==> src/rtl/nlfsr_period_bank.sv <==
// ---------------------------------------------------------------------------
// nlfsr_period_bank
//
// Bank of LANES independent SIZE-bit shift registers, each stepped from an
// externally supplied feedback bit, used to screen NLFSR candidates in
// batches. Every lane resolves as soon as it proves a full period, returns
// to its start state early, lands on a fixed point, or runs 2**SIZE steps
// without ever coming back. Per-lane step counts are reported as periods.
//
// Ports
//   clk            rising-edge clock for all state
//   res            asynchronous active-low reset; release is synchronised
//   start          pulse; begins a run from IDLE or DONE (ignored in RUN)
//   abort          pulse; back to IDLE from any state, results are kept
//   mode           0 = full-period check, 1 = period measurement (latched)
//   lane_en        per-lane enable mask (latched at start)
//   ena            step qualifier
//   selector_done  feedback valid; a step needs ena && selector_done
//   feedback       per-lane feedback bit, combinational from state
//   busy / done    FSM in RUN / DONE
//   found          per-lane success flag
//   failure        per-lane failure flag
//   stuck          per-lane fixed-point failure flag
//   state          lane l at [l*SIZE +: SIZE]
//   period         lane l at [l*(SIZE+1) +: SIZE+1], steps until resolution
// ---------------------------------------------------------------------------
module nlfsr_period_bank #(
  parameter int unsigned     SIZE     = 32,
  parameter int unsigned     LANES    = 4,
  parameter logic [SIZE-1:0] INIT_VAL = {1'b1, {(SIZE-1){1'b0}}}
) (
  input  logic                      clk,
  input  logic                      res,
  input  logic                      start,
  input  logic                      abort,
  input  logic                      mode,
  input  logic [LANES-1:0]          lane_en,
  input  logic                      ena,
  input  logic                      selector_done,
  input  logic [LANES-1:0]          feedback,
  output logic                      busy,
  output logic                      done,
  output logic [LANES-1:0]          found,
  output logic [LANES-1:0]          failure,
  output logic [LANES-1:0]          stuck,
  output logic [LANES*SIZE-1:0]     state,
  output logic [LANES*(SIZE+1)-1:0] period
);

  localparam int unsigned   PW      = SIZE + 1;
  // Maximal period of a SIZE-bit register, and the step count at which a
  // lane that never returned is declared timed out. PW bits hold both, so
  // the period counter can never wrap.
  localparam logic [PW-1:0] FULL    = {1'b0, {SIZE{1'b1}}};
  localparam logic [PW-1:0] TIMEOUT = {1'b1, {SIZE{1'b0}}};

  typedef enum logic [1:0] {
    S_IDLE = 2'd0,
    S_RUN  = 2'd1,
    S_DONE = 2'd2
  } fsm_e;

  // -------------------------------------------------------------------------
  // Reset synchroniser: assertion reaches every flop immediately, release is
  // aligned to clk through two stages.
  // -------------------------------------------------------------------------
  logic [1:0] rst_sync_q;
  logic [1:0] rst_sync_d;
  logic       rst_n;

  assign rst_sync_d = {rst_sync_q[0], 1'b1};

  // NOTE: sequential state is always written with non-blocking assignments
  // so every flop samples the pre-edge value of every other flop.
  always_ff @(posedge clk or negedge res) begin
    if (!res) begin
      rst_sync_q <= 2'b00;
    end else begin
      rst_sync_q <= rst_sync_d;
    end
  end

  assign rst_n = rst_sync_q[1];

  // -------------------------------------------------------------------------
  // State
  // -------------------------------------------------------------------------
  fsm_e                       fsm_q, fsm_d;
  logic                       mode_q, mode_d;
  logic [LANES-1:0]           en_q, en_d;
  logic [LANES-1:0]           found_q, found_d;
  logic [LANES-1:0]           failure_q, failure_d;
  logic [LANES-1:0]           stuck_q, stuck_d;
  logic [LANES-1:0][SIZE-1:0] lane_q, lane_d;
  logic [LANES-1:0][PW-1:0]   period_q, period_d;

  // Per-lane candidate step and the resolution it would produce.
  logic [LANES-1:0][SIZE-1:0] lane_nxt;
  logic [LANES-1:0][PW-1:0]   lane_len;
  logic [LANES-1:0]           hit_found;
  logic [LANES-1:0]           hit_fail;
  logic [LANES-1:0]           hit_stuck;
  logic [LANES-1:0]           resolved;
  logic                       all_resolved;
  logic                       step;
  logic                       start_run;

  // -------------------------------------------------------------------------
  // Per-lane next state and resolution rules, in priority order:
  // return to start, fixed point, timeout.
  // -------------------------------------------------------------------------
  // NOTE: every signal written in an always_comb block gets a default at the
  // top so no path leaves it unassigned and no latch is inferred.
  always_comb begin
    lane_nxt  = '0;
    lane_len  = '0;
    hit_found = '0;
    hit_fail  = '0;
    hit_stuck = '0;
    resolved  = '0;
    for (int l = 0; l < int'(LANES); l++) begin
      lane_nxt[l] = {feedback[l] ^ lane_q[l][0], lane_q[l][SIZE-1:1]};
      lane_len[l] = period_q[l] + PW'(1);

      if (lane_nxt[l] == INIT_VAL) begin
        if (mode_q || (lane_len[l] == FULL)) begin
          hit_found[l] = 1'b1;
        end else begin
          hit_fail[l] = 1'b1;
        end
      end else if (lane_nxt[l] == lane_q[l]) begin
        hit_fail[l]  = 1'b1;
        hit_stuck[l] = 1'b1;
      end else if (lane_len[l] == TIMEOUT) begin
        hit_fail[l] = 1'b1;
      end

      // Disabled lanes count as resolved with all flags clear.
      resolved[l] = !en_q[l] || found_q[l] || failure_q[l];
    end
  end

  assign all_resolved = &resolved;
  assign step         = (fsm_q == S_RUN) && ena && selector_done;
  assign start_run    = start && !abort && (fsm_q != S_RUN);

  // -------------------------------------------------------------------------
  // FSM next state and lane updates
  // -------------------------------------------------------------------------
  always_comb begin
    fsm_d     = fsm_q;
    mode_d    = mode_q;
    en_d      = en_q;
    found_d   = found_q;
    failure_d = failure_q;
    stuck_d   = stuck_q;
    lane_d    = lane_q;
    period_d  = period_q;

    if (abort) begin
      // Abort only moves the FSM; lane results stay visible in IDLE.
      fsm_d = S_IDLE;
    end else if (start_run) begin
      fsm_d     = S_RUN;
      mode_d    = mode;
      en_d      = lane_en;
      found_d   = '0;
      failure_d = '0;
      stuck_d   = '0;
      period_d  = '0;
      for (int l = 0; l < int'(LANES); l++) begin
        lane_d[l] = INIT_VAL;
      end
    end else if (fsm_q == S_RUN) begin
      // Completion is judged on registered flags, so DONE appears one edge
      // after the step that resolves the last lane.
      if (all_resolved) begin
        fsm_d = S_DONE;
      end
      for (int l = 0; l < int'(LANES); l++) begin
        if (step && !resolved[l]) begin
          lane_d[l]    = lane_nxt[l];
          period_d[l]  = lane_len[l];
          found_d[l]   = hit_found[l];
          failure_d[l] = hit_fail[l];
          stuck_d[l]   = hit_stuck[l];
        end
      end
    end
  end

  always_ff @(posedge clk or negedge rst_n) begin
    if (!rst_n) begin
      fsm_q     <= S_IDLE;
      mode_q    <= 1'b0;
      en_q      <= '0;
      found_q   <= '0;
      failure_q <= '0;
      stuck_q   <= '0;
      period_q  <= '0;
      for (int l = 0; l < int'(LANES); l++) begin
        lane_q[l] <= INIT_VAL;
      end
    end else begin
      fsm_q     <= fsm_d;
      mode_q    <= mode_d;
      en_q      <= en_d;
      found_q   <= found_d;
      failure_q <= failure_d;
      stuck_q   <= stuck_d;
      period_q  <= period_d;
      lane_q    <= lane_d;
    end
  end

  // -------------------------------------------------------------------------
  // Outputs
  // -------------------------------------------------------------------------
  assign busy    = (fsm_q == S_RUN);
  assign done    = (fsm_q == S_DONE);
  assign found   = found_q;
  assign failure = failure_q;
  assign stuck   = stuck_q;
  assign state   = lane_q;
  assign period  = period_q;

endmodule

==> config.mk <==
export PLATFORM = sky130hd
export DESIGN_NAME = nlfsr_period_bank
export DESIGN_NICKNAME = d
export VERILOG_FILES = /design/src/rtl/nlfsr_period_bank.sv
export SDC_FILE = /design/constraint.sdc
export NUM_CORES = 1
export LEC_CHECK = 0
export CAP_MARGIN = 40
export CORE_MARGIN = 4
export CORE_UTILIZATION = 55
export CTS_CLUSTER_DIAMETER = 120
export DETAILED_ROUTE_END_ITERATION = 10
export GPL_ROUTABILITY_DRIVEN = 1
export PLACE_DENSITY = 0.88
export SLEW_MARGIN = 20
export SYNTH_ARGS = -nofsm -noshare
export SYNTH_HDL_FRONTEND = slang
export SYNTH_SLANG_ARGS = --single-unit
==> constraint.sdc <==
create_clock -name clk -period 10 [get_ports clk]
set_input_delay 2.5 -clock clk [delete_from_list [all_inputs] [get_ports clk]]
set_output_delay 2.5 -clock clk [all_outputs]
set_load 0.02 [all_outputs]
==> metrics, run 1 <==
status finished, final reports clean; Startpoint Class input pin; register area 7040 um2; Hold Vio Cnt, Final 0; dominant cells by area after synthesis dfrtp_1 39%, o21ai_0 6.5%, nand2_1 5.4%; post-route insts no fill 2,785; first-pass GRT wire length 89,700 um; Row Count 65; Syn Nets 2,223; crit path capture failure[1]; clk buf depth 3; Worst setup EP type flop; Layout area overhead 23.5%; Die H 189 um; Num Clock Sinks 281; final hold slack 0.278 ns; Final ANT Viol Nets 0; vias per cell 6.30; Data required, critical path 10.43 ns; EDFF count, synth 0; Pleak 0.00892 uW; worst-case reg-to-reg path depth 10; Placed Cells incl. Taps 2,720; Slew HR 31.2%; top-area cell type share of the netlist area 38.5%; hold buffer count at CTS 0; Routability Congestion 0.932; initial antenna violation count 1; Least-Margin Pin Slew 1.03 ns; CTS Root Cell clkbuf_16; Core Area 32,000 um2; CP Depth 9; fillers 2,424; mean post-synth cell area 8.44 um2; post-cts sizing count 0; most numerous cell in the Yosys netlist dfrtp_1; first drt pass iteration count 6; hold crit path type flop to async pin; Nets 2,415; layout cells sized above 1 5.28%; Starting DRT DRC Count 1,731; CP top delay family simple AND/OR/NAND/NOR gates; final wirelength 55,500 um; HPWL after DPL 38,500 um; Port Buf Inserts 288; Post-synth top flop dfrtp_1; Max rail drop VDD 0.000147 V; worst setup path start start; pin count of the biggest net entering global routing 181; WL/cell 19.9 um; vias in the first global route 16,700; critical path's largest stage delay 0.57 ns; worst r2r dst failure[3]; Clock Latency Late Sink 0.51 ns; Yosys warnings 0; Fmax achieved 0.200 GHz; critical register-to-register path startpoint fsm_q[1]; Synth Instances 2,133; grt ovf 0; detailed-route DRC error count 0; Starting Density 56.3%; Die ar. 35,700 um2; routed vias 17,500; Seq/Total Area, Yosys 39.1%; synth unique cells 78; fin crit share 50.1%; cell taking the most area after synthesis dfrtp_1; post-synthesis register bit count 281; TritonCTS buffer count 34; Final setup viols 0; unrepaired setup endpoints after global routing no; CP arrival 5.44 ns; Worst-path clk slew 0.06 ns; clock period minus worst slack 5.01 ns; kind of critical path input pin to flop; Clock Skew 0.0209 ns; H-Tree Depth 2; Pwr Density 179 nW/um2; Max-Cap Viols 0; Total Routing Usage GR 29.9%; Synth top cells by count 277 x dfrtp_1, 260 x nand2_1, 234 x o21ai_0, 148 x inv_1, 135 x nand3_1; setup repair bufs after CTS 0; Final TNS setup 0 ns; peak fanout along the critical path 23; FFs w/ async S/R, synth 100%; area of the multi-input gates 9800 um2; critical path, cell by cell clkdlybuf4s50_1 > nand2_1 > a21oi_1 > buf_4 > and2_2 > nand2_1 > nor4_1 > a31oi_1 > a21oi_1; IO Pins 289; CTS tree yes; synthesized area 18,000 um2; reg2reg setup slack 6.43 ns; Final Slew Violations 0; Crit path buffers/inverters 2; CP max stage cell nand2_1; die width 189 um
sequential cells by signal (all words and copies together), names as in the netlist:
register and count:
state 128, failure 4, period 132, found 4
mode_q 1, fsm_q 2, rst_sync_q 2, en_q 4
stuck 4
cells in the final DEF (no fill, tap or decap), types with 23 or more instances in the layout:
cell / netlist / routed
clkdlybuf4s50_1: 0 / 288
dfrtp_1: 277 / 276
nand2_1: 260 / 260
o21ai_0: 234 / 233
inv_1: 148 / 148
nand3_1: 135 / 135
o31ai_1: 112 / 112
nor2_1: 97 / 96
nand4_1: 94 / 94
xor2_1: 87 / 87
ha_1: 75 / 75
xnor2_1: 73 / 73
nor4_1: 57 / 57
a21oi_1: 48 / 47
clkbuf_16: 0 / 37
nor3_1: 35 / 35
and3_1: 25 / 25
and2_1: 23 / 23
worst min-delay path by stage:
stage / endpoint / slack, ns / cells after the start
floorplan: rst_sync_q[1] / 0.33 / 0
detailed placement: state[69] / 0.29 / 0
global route: state[69] / 0.32 / 0
CTS: state[69] / 0.30 / 0
global placement: state[68] / 0.29 / 0
finish: state[68] / 0.28 / 0
where the power goes:
part           internal, uW  total [uW]  switching, uW
registers              1290        1540            254
logic                   523        1220            695
clock network           731        1210            484
final cells by class:
class / count / area share [%]
multi-input combinational: 1548 / 44.0
sequential: 281 / 31.7
timing repair buffer: 312 / 14.4
clock buffer: 54 / 4.63
inverter: 148 / 2.50
tap: 435 / 2.45
clock inverter: 6 / 0.259
antenna: 1 / 0.0113
worst register-to-register path, cell delays in order, from the launching register on:
cell and delay (ns):
dfrtp_1 0.37, nand2b_1 0.39, inv_1 0.33, nand4_1 0.21, a21oi_4 0.19, buf_4 0.60
nand2_1 0.53, buf_8 0.31, nor4_1 0.29, a31oi_1 0.14, a21oi_1 0.14
through the flow:
| stage | area [um2] | utilization, % | setup WS [ns] | total power [uW] |
|---|---|---|---|---|
| 2_1_floorplan | 18000 | - | 1.60 | 2190 |
| 3_3_place_gp | 20900 | 65.4 | 4.15 | 2690 |
| 3_5_place_dp | 21100 | 65.9 | 4.54 | 2750 |
| 4_1_cts | 22200 | 69.3 | 5.06 | 3980 |
| 5_1_grt | 22200 | 69.6 | 4.78 | 4170 |
| 6_report | 22200 | 69.6 | 4.99 | 3970 |
layer usage:
| metal | routed length (um) | up-vias | share of wire (%) | GRT usage (%) |
|---|---|---|---|---|
| met2 | 26400 | 876 | 48 | 49.4 |
| met5 | 0 | - | 0 | 0 |
| li1 | - | 7988 | - | - |
| met4 | 2270 | 0 | 4.1 | 10.9 |
| met3 | 3920 | 163 | 7.1 | 3.83 |
| met1 | 22900 | 8509 | 41 | 40.7 |
logic make-up (layout without fill, tap and decap cells):
logic type / Yosys count / count (layout) / synth area share [%]
AOI/OAI and AO/OA: 477 / 477 / 16.2
and+or+nand+nor: 829 / 829 / 24.6
muxes: 6 / 6 / 0.341
DFF: 281 / 281 / 39.1
adders and majority gates: 75 / 75 / 5.21
buffers and inverters: 304 / 520 / 6.75
other: 1 / 2 / 0.0208
xor gates and xnor gates: 160 / 160 / 7.78
No activity file was read; power rests on OpenSTA's default activity.
==> inputs of run 2 (changes only) <==
- clock period: 10 -> 4.75 ns (I/O delays scaled with it)
==> metrics, run 2 (synthesis gave the netlist of run 1 again) <==
hold buffer count at CTS 0; routed vias 17,600; kind of critical path input pin to flop; Max-Cap Viols 0; Die H 189 um; Final ANT Viol Nets 0; Core Util, Final 69.3%; CTS tree yes; die width 189 um; pin count of the biggest net entering global routing 148; Worst-path clk slew 0.06 ns; first-pass GRT wire length 90,000 um; pre-CTS setup slack 0.786 ns; layout cells sized above 1 5.28%; clock period minus worst slack 3.53 ns; Startpoint Class input pin; peak fanout along the critical path 4; vias per cell 6.34; CP arrival 3.91 ns; Starting Density 56.3%; TritonCTS buffer count 34; setup repair bufs after CTS 0; Max rail drop VDD 0.000313 V; most frequent cells in the layout 288 x clkdlybuf4s50_1, 276 x dfrtp_1, 260 x nand2_1, 233 x o21ai_0, 148 x inv_1; commonest non-fill, non-tap cell in the layout clkdlybuf4s50_1; Layout area overhead 23.1%; Slew HR 44.8%; Core Area 32,000 um2; diode count 0; Final TNS setup 0 ns; grt ovf 0; Pwr Density 376 nW/um2; Num Clock Sinks 281; Fmax achieved 0.283 GHz; Hold Vio Cnt, Final 0; Largest register FFs 132; clk buf depth 3; critical register-to-register path startpoint period[5]; initial antenna violation count 1; Row Count 65; worst setup path start feedback[0]; hold crit path type flop to flop; final instance area 22,200 um2; H-Tree Depth 2; Nets 2,416; CTS Root Cell clkbuf_16; Clock Skew 0.0165 ns; first drt pass iteration count 6; WL/cell 20.0 um; IO Pins 289; Die ar. 35,700 um2; unrepaired setup endpoints after global routing no; area of the multi-input gates 9800 um2; Clock Latency Late Sink 0.51 ns; Routability Congestion 0.935; Hold Path Origin rst_sync_q[0]; fillers 2,435; Pleak 0.00888 uW; HPWL after DPL 38,900 um; Worst setup EP type flop; final wirelength 55,700 um; post-cts sizing count 0; Final setup viols 0; Starting DRT DRC Count 1,786; Least-Margin Pin Slew 0.821 ns; Port Buf Inserts 288; final worst slack 1.22 ns; register area 7040 um2; fin crit share 74.3%; Total Routing Usage GR 30.1%; Final Slew Violations 0; status finished, final reports clean; vias in the first global route 16,900; placed cell area 21,000 um2; detailed-route DRC error count 0; Data required, critical path 5.13 ns
[run 2: changes by cell type in the layout (fill, tap and decap cells not counted), sizes merged]
| cell | previous run | this run |
|---|---|---|
| bufinv | 1 | 0 |
| inv | 148 | 149 |
| diode | 1 | 0 |
| clkbuf | 54 | 56 |
| clkdlybuf4s18 | 0 | 1 |
| clkinv | 4 | 0 |
[run 2: final timing paths]
kind,end,slack (ns),depth (start not counted)
min in group asynchronous,period[85],0.38,0
setup / recovery,failure[0],1.22,11
hold / removal,rst_sync_q[1],0.35,0
max in group asynchronous,period[13],3.13,1
setup reg to reg,failure[0],1.31,8
hold reg to reg,rst_sync_q[1],0.35,0
[run 2: power breakdown]
part / internal [uW] / switching [uW]
combinational: 1090 / 1460
clock: 1520 / 1020
sequential: 2710 / 528
total: 5310 / 3010
[run 2: critical path, stage by stage]
cell and delay, ns:
clkdlybuf4s50_1 0.49, xor2_1 0.23, ha_1 0.21, nand4_1 0.11, nor4_1 0.68, nand2_1 0.11
nor4_1 0.21, nand3_1 0.12, nor4b_1 0.25, a41o_1 0.23, a22oi_1 0.08
[run 2: area by class of cell]
| cell class | count | area share (%) |
|---|---|---|
| inverters | 148 | 2.51 |
| repair buffers | 313 | 14.2 |
| clock buffers | 56 | 4.77 |
| flip-flops and latches | 281 | 31.8 |
| multi-input cells | 1548 | 44.2 |
| well taps | 435 | 2.46 |
| clock inverters | 2 | 0.0734 |
[run 2: stage by stage]
step                total power, uW  instances  hold WS, ns
floorplan                      4620       2133        0.331
CTS                            8340       2781        0.353
detailed placement             5780       2723        0.340
global placement               5680       2719        0.336
finish                         8330       2783        0.349
global route                   8740       2783        0.376
[run 2: layer usage]
layer	GRT usage (%)	share of wire (%)
met1	41.0	41
met2	48.0	47
met3	5.35	7.7
met4	12.0	4.3
met5	0	0.036
